**src/rtl/tx_arbiter_if.sv**
```systemverilog
// Requester and UART transmitter signals of the tx_arbiter.
// master = environment side, slave = arbiter side.
interface tx_arbiter_if;
  logic [3:0]  req;
  logic [31:0] din;
  logic [3:0]  ack;
  logic        tx_send;
  logic [7:0]  tx_din;
  logic        tx_busy;
  logic        active;
  logic        timeout_err;
  logic [1:0]  last_grant;

  modport master (
    output req, din, tx_busy,
    input  ack, tx_send, tx_din,
    input  active, timeout_err, last_grant
  );

  modport slave (
    input  req, din, tx_busy,
    output ack, tx_send, tx_din,
    output active, timeout_err, last_grant
  );
endinterface

```
**src/rtl/tx_arbiter.sv**
```systemverilog
// Round-robin arbiter feeding one UART transmitter from four
// byte requesters, with a start timeout on the busy handshake.
module tx_arbiter #(
  parameter int NREQ          = 4,
  parameter int START_TIMEOUT = 16
) (
  input logic         clk,
  input logic         rst,
  tx_arbiter_if.slave bus
);

  typedef enum logic [1:0] {
    S_IDLE,
    S_SEND,
    S_WAIT
  } state_t;

  state_t     r_state;
  logic [3:0] r_ack;
  logic       r_send;
  logic [7:0] r_din;
  logic       r_active;
  logic       r_terr;
  logic [1:0] r_lg;
  logic [1:0] r_win;
  logic [7:0] r_cnt;

  logic [1:0] w_win;
  logic       w_any;

  // first set request at or after last_grant+1, wrapping
  always_comb begin
    logic [1:0] idx;
    idx   = r_lg;
    w_win = r_lg;
    w_any = 1'b0;
    for (int k = 1; k <= NREQ; k++) begin
      idx = r_lg + 2'(k);
      if (!w_any && bus.req[idx]) begin
        w_win = idx;
        w_any = 1'b1;
      end
    end
  end

  always_ff @(posedge clk) begin
    if (rst) begin
      r_state  <= S_IDLE;
      r_ack    <= '0;
      r_send   <= 1'b0;
      r_din    <= '0;
      r_active <= 1'b0;
      r_terr   <= 1'b0;
      r_lg     <= 2'd3;
      r_win    <= '0;
      r_cnt    <= '0;
    end else begin
      r_ack  <= '0;
      r_terr <= 1'b0;
      unique case (r_state)
        S_IDLE: begin
          if (!bus.tx_busy && w_any) begin
            r_win    <= w_win;
            r_din    <= bus.din[{w_win, 3'b000} +: 8];
            r_send   <= 1'b1;
            r_cnt    <= '0;
            r_active <= 1'b1;
            r_state  <= S_SEND;
          end
        end
        S_SEND: begin
          if (bus.tx_busy) begin
            r_ack[r_win] <= 1'b1;
            r_send       <= 1'b0;
            r_lg         <= r_win;
            r_state      <= S_WAIT;
          end else if (r_cnt == 8'(START_TIMEOUT - 1)) begin
            r_send   <= 1'b0;
            r_terr   <= 1'b1;
            r_lg     <= r_win;
            r_active <= 1'b0;
            r_state  <= S_IDLE;
          end else if (r_cnt != 8'hFF) begin
            r_cnt <= r_cnt + 8'd1;
          end
        end
        S_WAIT: begin
          if (!bus.tx_busy) begin
            r_active <= 1'b0;
            r_state  <= S_IDLE;
          end
        end
        default: r_state <= S_IDLE;
      endcase
    end
  end

  assign bus.ack         = r_ack;
  assign bus.tx_send     = r_send;
  assign bus.tx_din      = r_din;
  assign bus.active      = r_active;
  assign bus.timeout_err = r_terr;
  assign bus.last_grant  = r_lg;

endmodule

```
**src/flat_wrapper.sv**
```systemverilog
// flat-port wrapper written by rule: the top's interface ports become plain ports
module tx_arbiter_flat 
#(
  parameter int NREQ          = 4,
  parameter int START_TIMEOUT = 16
)
  (clk, rst, bus_req, bus_din, bus_tx_busy, bus_ack, bus_tx_send, bus_tx_din, bus_active, bus_timeout_err, bus_last_grant);
  tx_arbiter_if bus_i ();
  input logic clk;
  input logic rst;
  input wire logic [$bits(bus_i.req)-1:0] bus_req;
  input wire logic [$bits(bus_i.din)-1:0] bus_din;
  input wire logic [$bits(bus_i.tx_busy)-1:0] bus_tx_busy;
  output wire logic [$bits(bus_i.ack)-1:0] bus_ack;
  output wire logic [$bits(bus_i.tx_send)-1:0] bus_tx_send;
  output wire logic [$bits(bus_i.tx_din)-1:0] bus_tx_din;
  output wire logic [$bits(bus_i.active)-1:0] bus_active;
  output wire logic [$bits(bus_i.timeout_err)-1:0] bus_timeout_err;
  output wire logic [$bits(bus_i.last_grant)-1:0] bus_last_grant;
  assign bus_i.req = bus_req;
  assign bus_i.din = bus_din;
  assign bus_i.tx_busy = bus_tx_busy;
  assign bus_ack = bus_i.ack;
  assign bus_tx_send = bus_i.tx_send;
  assign bus_tx_din = bus_i.tx_din;
  assign bus_active = bus_i.active;
  assign bus_timeout_err = bus_i.timeout_err;
  assign bus_last_grant = bus_i.last_grant;
  tx_arbiter #(.NREQ(NREQ), .START_TIMEOUT(START_TIMEOUT)) u_core (.clk(clk), .rst(rst), .bus(bus_i));
endmodule
```
**config.mk**
```make
export PLATFORM = sky130hd
export DESIGN_NAME = tx_arbiter_flat
export DESIGN_NICKNAME = d
export VERILOG_FILES = /design/src/rtl/tx_arbiter_if.sv /design/src/rtl/tx_arbiter.sv /design/src/flat_wrapper.sv
export SDC_FILE = /design/constraint.sdc
export NUM_CORES = 1
export LEC_CHECK = 0
export ABC_AREA = 1
export CORE_MARGIN = 2
export CORE_UTILIZATION = 50
export CTS_CLUSTER_SIZE = 20
export DETAILED_ROUTE_END_ITERATION = 10
export GPL_TIMING_DRIVEN = 1
export MAX_ROUTING_LAYER = met4
export PLACE_DENSITY = 0.87
export SETUP_SLACK_MARGIN = 0.15
export SYNTH_ARGS = -nofsm -noshare
export SYNTH_HDL_FRONTEND = slang
export SYNTH_SLANG_ARGS = --single-unit
```
**constraint.sdc**
```tcl
create_clock -name clk -period 2.5 [get_ports clk]
set_input_delay 0.5 -clock clk [delete_from_list [all_inputs] [get_ports clk]]
set_output_delay 0.5 -clock clk [all_outputs]
set_load 0.01 [all_outputs]
```
After elaboration in Yosys (flattened, before gate mapping)
Cells that the tools add are included.
{"block": "totals", "reg_bits": 29, "word_cells": 92}
{"block": "op_classes", "shift": 1, "n_reduce_logical": 21, "bitwise_logic": 2, "n_mux": 38, "eq_ne": 11, "n_lt_le_gt_ge": 6, "add_sub_neg": 4}
{"op": "8-bit 2-to-1 mux", "count": 4}
{"op": "32-bit by 6-bit variable part select with 8-bit output", "count": 1}
{"op": "2-bit 2-to-1 mux", "count": 10}
{"op": "8-bit one-hot mux with 2 select lines", "count": 1}
{"op": "2-bit by 3-bit less-than comparator with 1-bit output, second input constant", "count": 5}
{"op": "1-bit 2-to-1 mux", "count": 15}
{"op": "5-bit AND reduction", "count": 2}
{"op": "8-bit by 1-bit adder with 8-bit output, second input constant", "count": 1}
{"op": "1-bit binary-select mux with 2-bit select", "count": 4}
{"op": "8-bit by 4-bit == test with 1-bit output, second input constant", "count": 1}
{"op": "8-bit != test, second input constant", "count": 1}
{"op": "2-bit by 1-bit != test with 1-bit output, second input constant", "count": 3}
{"op": "2-bit != test, second input constant", "count": 3}
{"op": "2-bit one-hot mux with 3 select lines", "count": 1}
{"op": "3-bit AND reduction", "count": 2}
{"op": "3-bit OR reduction", "count": 2}
{"op": "1-bit logical AND", "count": 5}
{"op": "2-bit adder, second input constant", "count": 2}
{"op": "1-bit zero test", "count": 4}
{"op": "2-bit AND reduction", "count": 2}
{"op": "2-bit nonzero test", "count": 2}
{"op": "3-bit by 2-bit != test with 1-bit output, second input constant", "count": 1}
{"op": "1-bit one-hot mux with 3 select lines", "count": 1}
{"op": "3-bit nonzero test", "count": 1}
{"op": "8 further kinds", "count": 9}

Depth between registers and ports, before layout
Gate-level depths: netlist of the first run.
{"block": "logic_depth", "word_depth": 16, "mapped_depth": 16, "depth_no_buf": 15}

Worst setup path after synthesis of the first run
OpenSTA, ideal clock, no wires.
{"block": "synth_timing", "kind": "flip-flop to flip-flop", "from": "register u_core.r_cnt[0]", "to": "register u_core.r_cnt[0]", "synth_period_minus_slack_ns": 1.666, "arrival_ns": 1.546, "path_stages_with_launch": 12, "slack_ns": 0.834, "cell_sequence": "dfxtp_1 > ha_1 > nand2_1 > nor2_1 > nand3_1 > inv_1 > nand2_1 > nand2_1 > nor2_2 > nand3_2 > o21ai_0 > a21oi_1"}
{"block": "synth_via", "elab_chain_cells": 5, "elab_cells_between_ends": 10}
{"element": "start: declaration", "line_no": "tx_arbiter.sv:26", "rtl": "logic [7:0] r_cnt;"}
{"element": "start signal: assignment", "line_no": "tx_arbiter.sv:84", "rtl": "r_cnt <= r_cnt + 8'd1;"}
{"element": "8-bit by 1-bit adder with 8-bit output", "line_no": "tx_arbiter.sv:84"}
{"element": "8-bit 2-to-1 mux", "line_no": "tx_arbiter.sv:83", "rtl": "end else if (r_cnt != 8'hFF) begin"}
{"element": "8-bit 2-to-1 mux", "line_no": "tx_arbiter.sv:77", "rtl": "end else if (r_cnt == 8'(START_TIMEOUT - 1)) begin"}
{"element": "8-bit 2-to-1 mux", "line_no": "tx_arbiter.sv:72", "rtl": "if (bus.tx_busy) begin"}
{"element": "8-bit one-hot mux with 2 select lines", "line_no": "tx_arbiter.sv:60", "rtl": "unique case (r_state)"}
Parallel ways exist; a longest one is shown, timed or not. The select of a mux whose other input is x is not followed.
A chain may end at the register's enable or synchronous reset.

Worst setup path in the final report of the first run
{"block": "layout_timing", "from": "input bus_req[1]", "to": "register u_core.r_din[2] (netlist: u_core.bus.tx_din[2])"}
{"block": "layout_via", "elab_chain_cells": 14, "elab_cells_between_ends": 25}
{"element": "start: declaration", "line_no": "flat_wrapper.sv:11", "rtl": "input wire logic [$bits(bus_i.req)-1:0] bus_req;"}
{"element": "branches (longest 14 deep; another with 1-bit binary-select mux with 2-bit select)"}
{"element": "end signal: assignment", "line_no": "tx_arbiter.sv:64", "rtl": "r_din <= bus.din[{w_win, 3'b000} +: 8];"}
{"element": "end: declaration", "line_no": "tx_arbiter.sv:21", "rtl": "logic [7:0] r_din;"}
Several ways; the timed one is not identified. The select of a mux whose other input is x is not followed.

==> impl_metrics.csv, run 1 <==
group,metric,value,unit
placed_design,numPortBuffers,55,
drt,routed_via_density,5.31,
sta,report.final.hold_viol_count,0,
clocking,cts_buffers,5,
logic_synthesis,synth_cells,323,
power_and_ir_drop,p_per_area,776,nW/um^2
floorplanning,coreArea,3940,um^2
placed_design,place_area,2650,um^2
global_route,antenna_found_initial,0,
drt,drt-initial-drc-count,242,
clocking,clk_pin_slew,0.06,ns
worst_hold_path,hold_path_class,"flip-flop to flip-flop",
floorplanning,start_util,0.512,
sta,finalSetupViolations,0,
worst_hold_path,min_path_cells,2,
power_and_ir_drop,power,2.15,mW
power_and_ir_drop,p_switching,0.862,mW
global_route,grt_pass1_wl,8570,um
critical_path,worst_setup_path_start_kind,"input pin",
finish,drive_above_1_share,0.101,
logic_synthesis,ys.flop_type,"dfxtp_1",
worst_hold_path,hold_start,"u_core.bus.tx_send",
finish,final_cell_mix,"nand2_1 (86), nand3_1 (55), clkdlybuf4s50_1 (55), inv_1 (43), dfxtp_1 (29)",
critical_path,cp.required,2.69,ns
finish,fin_nets,429,
logic_synthesis,yosys_warnings,0,
clocking,cts.sinks,29,
sta,max_freq,481,MHz
clocking,ctsHoldBuffers,0,
sta,fin_skew,0.00822,ns
sta,relSlewSlack,0.766,
logic_synthesis,synth.distinct_cells,29,
drt,wirelength,5260,um
critical_path,worst-r2r-setup-slack,0.47,ns
sta,tns,0,ns
clocking,clock_latency,0.29,ns
power_and_ir_drop,p_leak,1.32,nW
power_and_ir_drop,intPower,1.28,mW
clocking,cts-root-buf,"clkbuf_8",
floorplanning,die-width,67.6,um
logic_synthesis,ys_seq_area_frac,0.287,
clocking,post_cts_resized,0,
logic_synthesis,synth_edf_count,0,
floorplanning,std_cell_rows,23,
sta,worstMarginPinSlew,0.351,ns
floorplanning,dieArea,4560,um^2
power_and_ir_drop,clkPwrFrac,0.237,
power_and_ir_drop,p_comb_frac,0.488,
power_and_ir_drop,p_seq_frac,0.275,
drt,vias,2321,
placed_design,gp_congestion,0.967,
critical_path,crit_type,"input pin to flip-flop",
critical_path,crit_path_end_kind,"flip-flop",
finish,final_cells,437,
critical_path,r2r_cells,14,
drt,wl_per_cell,12.0,um
logic_synthesis,ys_seq_elements,29,
sta,slew_violations,0,
critical_path,arrival,2.27,ns
global_route,grt_max_degree,19,
drt,firstDrtPassIters,4,
clocking,htree_levels,2,
placed_design,dpl.hpwl,3950,um
global_route,grt.total_usage,0.254,
drt,antenna_left,0,
logic_synthesis,syn_area_per_cell,6.25,um^2
flow_run,maxCapViolCount,0,
logic_synthesis,synth_area,2020,um^2
critical_path,cp_max_fo,8,
placed_design,dp_cells,429,
sta,post-route-period-util,0.832,
global_route,grt-ovfl-total,0,
outcome,outcome,"completed",
floorplanning,fp.dieH,67.6,um
logic_synthesis,synth_nets,366,
global_route,grt_pass1_vias,2034,
critical_path,critical_path.reg2reg.startpoint,"u_core.bus.last_grant[0]",
logic_synthesis,synthArstFlopShare,0,
clocking,cts_tree,"done",
power_and_ir_drop,swShare,0.402,
clocking,cts_setup_buffers,0,
sta,rsz0062_at_grt,"false",
clocking,clockBufferDepth,2,
finish,fin_area,2760,um^2
finish,final_common_cell,"nand2_1",
worst_hold_path,whs_endpoint,"u_core.bus.tx_send",
sta,fin_crit,2.08,ns
power_and_ir_drop,worst_ir_drop_vdd,484,uV
floorplanning,io_pins,56,
finish,areaGrowthSynthToFinish,36.9,%
critical_path,r2r-end,"u_core.bus.tx_din[2]",
finish,num_antenna_cells,0,
drt,drc_errors,0,
==> cells in the mapped netlist (all sizes together), types with 3 or more instances <==
master / count / share of area
o21ai: 7 / 0.017
clkinv: 3 / 0.0056
nor2: 17 / 0.033
inv: 47 / 0.089
o21a: 8 / 0.030
nor3: 8 / 0.020
dfxtp: 29 / 0.29
a21oi: 14 / 0.035
nand3: 58 / 0.15
xor2: 4 / 0.017
nand2: 100 / 0.21
buf: 7 / 0.026
ha: 4 / 0.025
nand4: 10 / 0.031
==> cell type report <==
| class | count | area (um^2) |
|---|---|---|
| Multi-Input combinational cell | 235 | 1190 |
| Tap cell | 50 | 62.6 |
| Clock buffer | 7 | 86.3 |
| Fill cell | 329 | 1180 |
| Timing Repair Buffer | 65 | 626 |
| Inverter | 50 | 190 |
| Clock inverter | 1 | 30.0 |
| Sequential cell | 29 | 581 |
==> worst max-delay path by stage <==
| stage | depth (start not counted) | slack (ns) | startpoint | end |
|---|---|---|---|---|
| final | 12 | 0.42 | bus_req[1] | u_core.bus.tx_din[2] |
| after global routing | 14 | 0.31 | u_core.bus.last_grant[0] | u_core.bus.tx_din[2] |
| after CTS | 12 | 0.47 | bus_req[1] | u_core.bus.tx_din[2] |
| after detailed placement | 12 | 0.18 | bus_req[1] | u_core.bus.tx_din[2] |
| after global placement | 12 | 0.23 | bus_req[0] | u_core.bus.tx_din[2] |
| after floorplan | 11 | 0.83 | u_core.r_cnt[0] | u_core.r_cnt[0] |
==> sequential cells by signal, indices dropped and copies added (netlist names) <==
signal and cells:
u_core.r_win 2, u_core.bus.last_grant 2, u_core.bus.timeout_err 1, u_core.bus.tx_send 1
u_core.bus.ack 4, u_core.bus.tx_din 8, u_core.r_state 2, u_core.r_cnt 8
u_core.bus.active 1
==> layer usage <==
layer / part of all wire / GRT usage / up-vias / wire, um
met5: 0 / - / - / 0
met4: 0.012 / 0.0842 / 0 / 61
met3: 0.082 / 0.0750 / 10 / 434
li1: - / - / 1168 / -
met1: 0.43 / 0.314 / 1033 / 2260
met2: 0.48 / 0.396 / 110 / 2510
==> cell families after synthesis <==
group	count (synthesis)	share of synthesized area
xor gates and xnor gates	5	0.0217
buffers and inverters	59	0.124
and+or+nand+nor	194	0.450
adders and majority gates	4	0.0248
AOI/OAI and AO/OA	32	0.0923
DFF	29	0.287
==> critical path, cell delays in order <==
cell and delay (ns):
clkdlybuf4s50_1 0.51, nand2_1 0.07, nand2_1 0.14, nand2_1 0.09
nand2_2 0.10, nand3_2 0.11, nand2_1 0.26, nand3_1 0.15
nand3_1 0.11, nand3_1 0.11, nand2_1 0.08, inv_1 0.03
==> power groups by stage <==
stage          sequential, mW  clock [mW]  combinational (mW)
2_1_floorplan           0.611           0               0.675
3_3_place_gp            0.596           0                1.00
3_5_place_dp            0.597           0                1.02
4_1_cts                 0.589       0.513                1.03
5_1_grt                 0.599       0.542                1.16
6_report                0.590       0.509                1.05
==> through the flow <==
| step | hold slack, ns | util | setup slack, ns |
|---|---|---|---|
| detailed placement | 0.458 | 0.672 | 0.179 |
| CTS | 0.471 | 0.701 | 0.470 |
| global route | 0.480 | 0.701 | 0.308 |
| global placement | 0.450 | 0.672 | 0.234 |
| finish | 0.464 | 0.701 | 0.420 |
| floorplan | 0.442 | - | 0.834 |
No activity file was read; power rests on OpenSTA's default activity.
==> run 2: changes to the inputs <==
--- a/config.mk
+++ b/config.mk
@@ -7,12 +7,12 @@
 export LEC_CHECK = 0
 export ABC_AREA = 1
 export CORE_MARGIN = 2
-export CORE_UTILIZATION = 50
+export CORE_UTILIZATION = 44
 export CTS_CLUSTER_SIZE = 20
 export DETAILED_ROUTE_END_ITERATION = 10
 export GPL_TIMING_DRIVEN = 1
 export MAX_ROUTING_LAYER = met4
-export PLACE_DENSITY = 0.87
+export PLACE_DENSITY = 0.81
 export SETUP_SLACK_MARGIN = 0.15
 export SYNTH_ARGS = -nofsm -noshare
 export SYNTH_HDL_FRONTEND = slang
==> constraint.sdc (replaced) <==
create_clock -name clk -period 1.9 [get_ports clk]
set_input_delay 0.38 -clock clk [delete_from_list [all_inputs] [get_ports clk]]
set_output_delay 0.38 -clock clk [all_outputs]
set_load 0.01 [all_outputs]
==> run 2 against run 1 <==
- clock power is 11% higher
- sequential cell count unchanged
- critical path type is now flip-flop to flip-flop
- utilization is 5.5 points higher
- critical path depth down 2
- die area grew 13%
- sequential share of layout area shrank 3.2 points
- final cell count is 5.7% higher
- first-iteration DRC count decreased by 20%
- largest power group unchanged
- non-clock buffer count increased by 21
- largest cell class unchanged
- critical endpoint is now u_core.r_win[0]
- worst hold slack better by 0.0016 ns
==> impl_metrics.csv, run 2 (synthesis gave the netlist of run 1 again) <==
group,metric,value,unit
drt,wl_per_cell,14.6,um
floorplanning,std_cell_rows,24,
drt,routed_via_density,5.56,
sta,report.final.hold_viol_count,0,
power_and_ir_drop,p_seq_frac,0.237,
placed_design,numPortBuffers,55,
finish,final_cell_mix,"nand2_1 (64), clkdlybuf4s50_1 (50), nand3_1 (43), inv_1 (42), dfxtp_1 (25)",
power_and_ir_drop,power,3.32,mW
clocking,cts_tree,"done",
clocking,clock_latency,0.29,ns
floorplanning,fp.dieH,71.7,um
sta,slew_violations,0,
floorplanning,die-width,71.7,um
global_route,grt_use_met2,0.382,
critical_path,arrival,1.95,ns
sta,fin_crit,1.78,ns
drt,wirelength,6730,um
floorplanning,io_pins,56,
finish,num_antenna_cells,0,
power_and_ir_drop,p_switching,1.42,mW
placed_design,pre_cts_slack,-0.227,ns
sta,post-route-period-util,0.939,
power_and_ir_drop,worst_ir_drop_vdd,505,uV
drt,firstDrtPassIters,5,
clocking,htree_levels,2,
drt,antenna_left,0,
clocking,cts-root-buf,"clkbuf_8",
global_route,antenna_found_initial,0,
power_and_ir_drop,clkPwrFrac,0.170,
sta,rsz0062_at_grt,"true",
sta,max_freq,560,MHz
global_route,use_met1,0.285,
sta,worstMarginPinSlew,0.299,ns
floorplanning,dieArea,5150,um^2
clocking,clockBufferDepth,2,
global_route,grt_pass1_vias,2195,
power_and_ir_drop,p_per_area,1000,nW/um^2
outcome,outcome,"completed",
worst_hold_path,hold_path_class,"flip-flop to flip-flop",
critical_path,cp_max_fo,7,
sta,relSlewSlack,0.799,
critical_path,crit_path_end_kind,"flip-flop",
power_and_ir_drop,p_leak,1.55,nW
global_route,grt_pass1_wl,9380,um
floorplanning,coreArea,4380,um^2
clocking,clk_pin_slew,0.06,ns
drt,drt-initial-drc-count,193,
global_route,grt.busiest_layer,"met2",
floorplanning,start_util,0.461,
global_route,grt.total_usage,0.232,
drt,drc_errors,0,
power_and_ir_drop,p_comb_frac,0.592,
critical_path,worst_setup_path_start_kind,"flip-flop",
finish,final_common_cell,"nand2_1",
power_and_ir_drop,intPower,1.90,mW
finish,drive_above_1_share,0.276,
placed_design,dpl.hpwl,4180,um
sta,layout_setup_ws,0.115,ns
sta,tns,0,ns
global_route,grt_max_degree,16,
drt,vias,2569,
critical_path,crit_type,"flip-flop to flip-flop",
sta,fin_skew,0.00376,ns
power_and_ir_drop,swShare,0.428,
finish,areaGrowthSynthToFinish,64.2,%
finish,fin_nets,452,
global_route,grtUsageMet3,0.0478,
global_route,grt-ovfl-total,0,
critical_path,cp.required,2.07,ns
clocking,cts_buffers,5,
flow_run,maxCapViolCount,0,
sta,finalSetupViolations,0,
placed_design,gp_congestion,0.924,
clocking,ctsHoldBuffers,0,
clocking,cts.sinks,29,
==> run 2: worst max-delay path: stages (launching register included) <==
cell and delay [ns]:
dfxtp_4 0.38, buf_8 0.15, nand2_2 0.07, nand2_4 0.07, nor2_1 0.14, nand4_1 0.20, nand2_2 0.18, nor2_4 0.07
buf_6 0.13, o21ai_0 0.20, a31oi_1 0.07
==> run 2: per-stage QoR <==
step	hold slack, ns	instances	util	instance area (um^2)
after CTS	0.470	452	0.666	2920
final	0.465	462	0.756	3320
after global routing	0.501	462	0.756	3320
after global placement	0.451	440	0.623	2730
after detailed placement	0.461	440	0.623	2730
after floorplan	0.442	323	-	2020
==> run 2: layer usage <==
metal | wire (um) | vias to the layer above
met5 | 0 | -
met4 | 91 | 0
met3 | 406 | 18
met2 | 3370 | 126
met1 | 2870 | 1203
li1 | - | 1222
==> run 2: timing repair <==
action                     in CTS  in global routing
setup endpoints to repair      14                 24
pin swaps                       4                 27
cloned                          1                  3
gates resized for setup        20                 86
setup buffers                   3                  7
==> run 2: layout make-up <==
cell class,instances,area (um^2)
clock buffer,7,96.3
tap,52,65.1
sequential,29,591
multi-input combinational,237,1500
timing repair buffer,86,852
fill,287,1070
clock inverter,1,5.00
inverter,50,205
==> run 2: worst paths after layout <==
check,slack (ns),startpoint,endpoint,cells after the start
worst min-delay path,0.47,u_core.bus.tx_send,u_core.bus.tx_send,2
worst max register to register,0.12,u_core.bus.last_grant[0],u_core.r_win[0],10
worst max-delay path,0.12,u_core.bus.last_grant[0],u_core.r_win[0],10
worst min register to register,0.47,u_core.bus.tx_send,u_core.bus.tx_send,2
==> run 2: power groups by stage <==
stage | combinational, mW | sequential (mW) | clock [mW]
floorplan | 0.889 | 0.803 | 0
global placement | 1.42 | 0.781 | 0
detailed placement | 1.45 | 0.782 | 0
CTS | 1.58 | 0.771 | 0.565
global route | 2.12 | 0.796 | 0.588
finish | 1.97 | 0.788 | 0.566
==> run 3: changes to the inputs <==
--- a/config.mk
+++ b/config.mk
@@ -7,12 +7,12 @@
 export LEC_CHECK = 0
 export ABC_AREA = 1
 export CORE_MARGIN = 2
-export CORE_UTILIZATION = 44
+export CORE_UTILIZATION = 52
 export CTS_CLUSTER_SIZE = 20
 export DETAILED_ROUTE_END_ITERATION = 10
 export GPL_TIMING_DRIVEN = 1
 export MAX_ROUTING_LAYER = met4
-export PLACE_DENSITY = 0.81
+export PLACE_DENSITY = 0.86
 export SETUP_SLACK_MARGIN = 0.15
 export SYNTH_ARGS = -nofsm -noshare
 export SYNTH_HDL_FRONTEND = slang
==> constraint.sdc (replaced) <==
create_clock -name clk -period 2.16 [get_ports clk]
set_input_delay 0.432 -clock clk [delete_from_list [all_inputs] [get_ports clk]]
set_output_delay 0.432 -clock clk [all_outputs]
set_load 0.01 [all_outputs]
==> run 3 against run 2 <==
- clock skew up 0.00080 ns
- largest cell class unchanged
- critical path depth increased by 4
- non-clock buffer count decreased by 15
- clock power is 3% higher
- setup slack improved by 0.15 ns
- clock-buffer cell count shrank 2
- worst hold slack better by 0.0024 ns
==> impl_metrics.csv, run 3 (synthesis gave the netlist of run 1 again) <==
group,metric,value,unit
outcome,outcome,"completed",
finish,final_util,0.774,
placed_design,place_area,2700,um^2
clocking,clock_latency,0.29,ns
critical_path,crit_path_end_kind,"flip-flop",
clocking,clockBufferDepth,2,
critical_path,worst_setup_path_start_kind,"input pin",
critical_path,crit_family,"simple AND/OR/NAND/NOR gates",
drt,drc_errors,0,
floorplanning,die-width,66.3,um
clocking,clk_pin_slew,0.07,ns
floorplanning,dieArea,4400,um^2
drt,drt-initial-drc-count,211,
sta,slew_violations,0,
clocking,cts.sinks,29,
global_route,antenna_found_initial,0,
critical_path,critical_path.reg2reg.startpoint,"u_core.bus.last_grant[0]",
drt,vias,2385,
floorplanning,coreArea,3690,um^2
drt,wl_per_cell,12.9,um
critical_path,crit_type,"input pin to flip-flop",
placed_design,dp_cells,433,
drt,wl_met2,2870,um
sta,tns,0,ns
sta,report.final.hold_viol_count,0,
finish,final_common_cell,"nand2_1",
critical_path,cp_num_buf_inv,3,
drt,routed_via_density,5.41,
global_route,grt_pass1_vias,2251,
clocking,cts-root-buf,"clkbuf_8",
clocking,cts_tree,"done",
clocking,ctsHoldBuffers,0,
critical_path,arrival,2.13,ns
placed_design,dpl.hpwl,4090,um
finish,drive_above_1_share,0.125,
flow_run,maxCapViolCount,0,
finish,fill_cells,291,
drt,drt-met1-wl,2260,um
placed_design,gp_congestion,0.866,
finish,fin_nets,435,
finish,num_antenna_cells,0,
global_route,grt-ovfl-total,0,
critical_path,crit_cells,14,
sta,finalSetupViolations,0,
floorplanning,std_cell_rows,22,
critical_path,crit_chain,"clkdlybuf4s50_1 -> nand2_1 -> nand2_2 -> nand2_1 -> nand2_2 -> nand2_2 -> nand2_4 -> nand2_8 -> buf_4 -> nand3_1 -> nand3_1 -> nand3_1 -> nand2_1 -> inv_1",
sta,rsz0062_at_grt,"true",
critical_path,cp_max_fo,14,
critical_path,cp.required,2.39,ns
power_and_ir_drop,p_leak,1.36,nW
placed_design,numPortBuffers,55,
worst_hold_path,hold_path_class,"flip-flop to flip-flop",
sta,relSlewSlack,0.668,
finish,fin_area,2860,um^2
global_route,grt_pass1_wl,9270,um
floorplanning,fp.dieH,66.3,um
critical_path,worstSetupStartpoint,"bus_req[1]",
floorplanning,start_util,0.547,
finish,final_cell_mix,"nand2_1 (83), nand3_1 (55), clkdlybuf4s50_1 (54), inv_1 (43), dfxtp_1 (29)",
sta,max_freq,529,MHz
clocking,htree_levels,2,
drt,antenna_left,0,
floorplanning,io_pins,56,
sta,fin_skew,0.00456,ns
sta,worstMarginPinSlew,0.494,ns
clocking,cts_buffers,5,
clocking,cts_setup_buffers,0,
critical_path,cp_slowest_cell,"clkdlybuf4s50_1",
critical_path,slowest_delay,0.50,ns
global_route,grt.total_usage,0.280,
power_and_ir_drop,p_per_area,916,nW/um^2
sta,post-route-period-util,0.876,
drt,wirelength,5700,um
drt,met3_length,410,um
finish,final_cells,441,
power_and_ir_drop,worst_ir_drop_vdd,620,uV
sta,fin_crit,1.89,ns
drt,top_layer,"met4",
critical_path,worst-r2r-setup-slack,0.34,ns
drt,firstDrtPassIters,5,
critical_path,crit_end,"u_core.bus.tx_din[3]",
global_route,grt_max_degree,20,
finish,areaGrowthSynthToFinish,41.4,%
critical_path,r2r-end,"u_core.bus.tx_din[3]",
critical_path,r2r_cells,14,
run 3: changes by cell type in the layout (fill, tap and decap cells not counted), moves of 4 or more:
| cell | before | now |
|---|---|---|
| nand3_4 | 5 | 1 |
| nand2_4 | 22 | 5 |
| nand3_1 | 43 | 55 |
| nor2_1 | 12 | 16 |
| dfxtp_1 | 25 | 29 |
| buf_4 | 19 | 15 |
| nand2_1 | 64 | 83 |
| buf_6 | 9 | 0 |
| dlygate4sd2_1 | 4 | 0 |
| nand2_2 | 15 | 11 |
| clkdlybuf4s50_1 | 50 | 54 |
| nand3_2 | 10 | 2 |
run 3: area by class of cell:
cell class | count | area, um^2 | area share
sequential | 29 | 581 | 0.203
clock buffer | 5 | 68.8 | 0.0241
timing repair buffer | 71 | 686 | 0.240
tap | 48 | 60.1 | 0.0210
inverter | 50 | 190 | 0.0666
clock inverter | 3 | 46.3 | 0.0162
multi-input combinational | 235 | 1220 | 0.429
run 3: stage by stage:
stage	hold slack, ns	power [mW]	setup slack (ns)
floorplan	0.442	1.49	0.494
detailed placement	0.456	1.96	-0.0630
global placement	0.451	1.94	-0.0143
finish	0.468	2.62	0.268
CTS	0.467	2.55	0.232
global route	0.483	2.77	0.131
run 3: metal layers:
metal,global-route usage,vias to the layer above
met2,0.474,114
li1,-,1178
met4,0.130,0
met5,-,-
met3,0.0784,24
met1,0.303,1069
run 3: worst min path at each step:
stage / start / endpoint / cells after the start
5_1_grt: u_core.bus.tx_send / u_core.bus.tx_send / 2
2_1_floorplan: u_core.r_win[1] / u_core.bus.ack[1] / 1
6_report: u_core.bus.tx_send / u_core.bus.tx_send / 2
4_1_cts: u_core.bus.tx_send / u_core.bus.tx_send / 2
3_5_place_dp: u_core.bus.tx_send / u_core.bus.tx_send / 2
3_3_place_gp: u_core.bus.tx_send / u_core.bus.tx_send / 2
run 3: worst reg2reg max path: cells and delay by family, from the launching register on:
family	cells	cell delay, ns
simple gates	11	0.97
buf+inv	3	0.44
flops	1	0.35
run 3: power breakdown:
part	switching [mW]	total, mW	internal, mW	leakage, nW
clock	0.236	0.581	0.345	0.0543
combinational	0.788	1.36	0.568	1.06
sequential	0.0621	0.681	0.618	0.237
total	1.09	2.62	1.53	1.36
run 3: timing repair:
action / 4_1_cts / 5_1_grt
gates resized for setup: 0 / 9
setup endpoints to repair: 0 / 12
endpoints found under the hold margin: 0 / 0
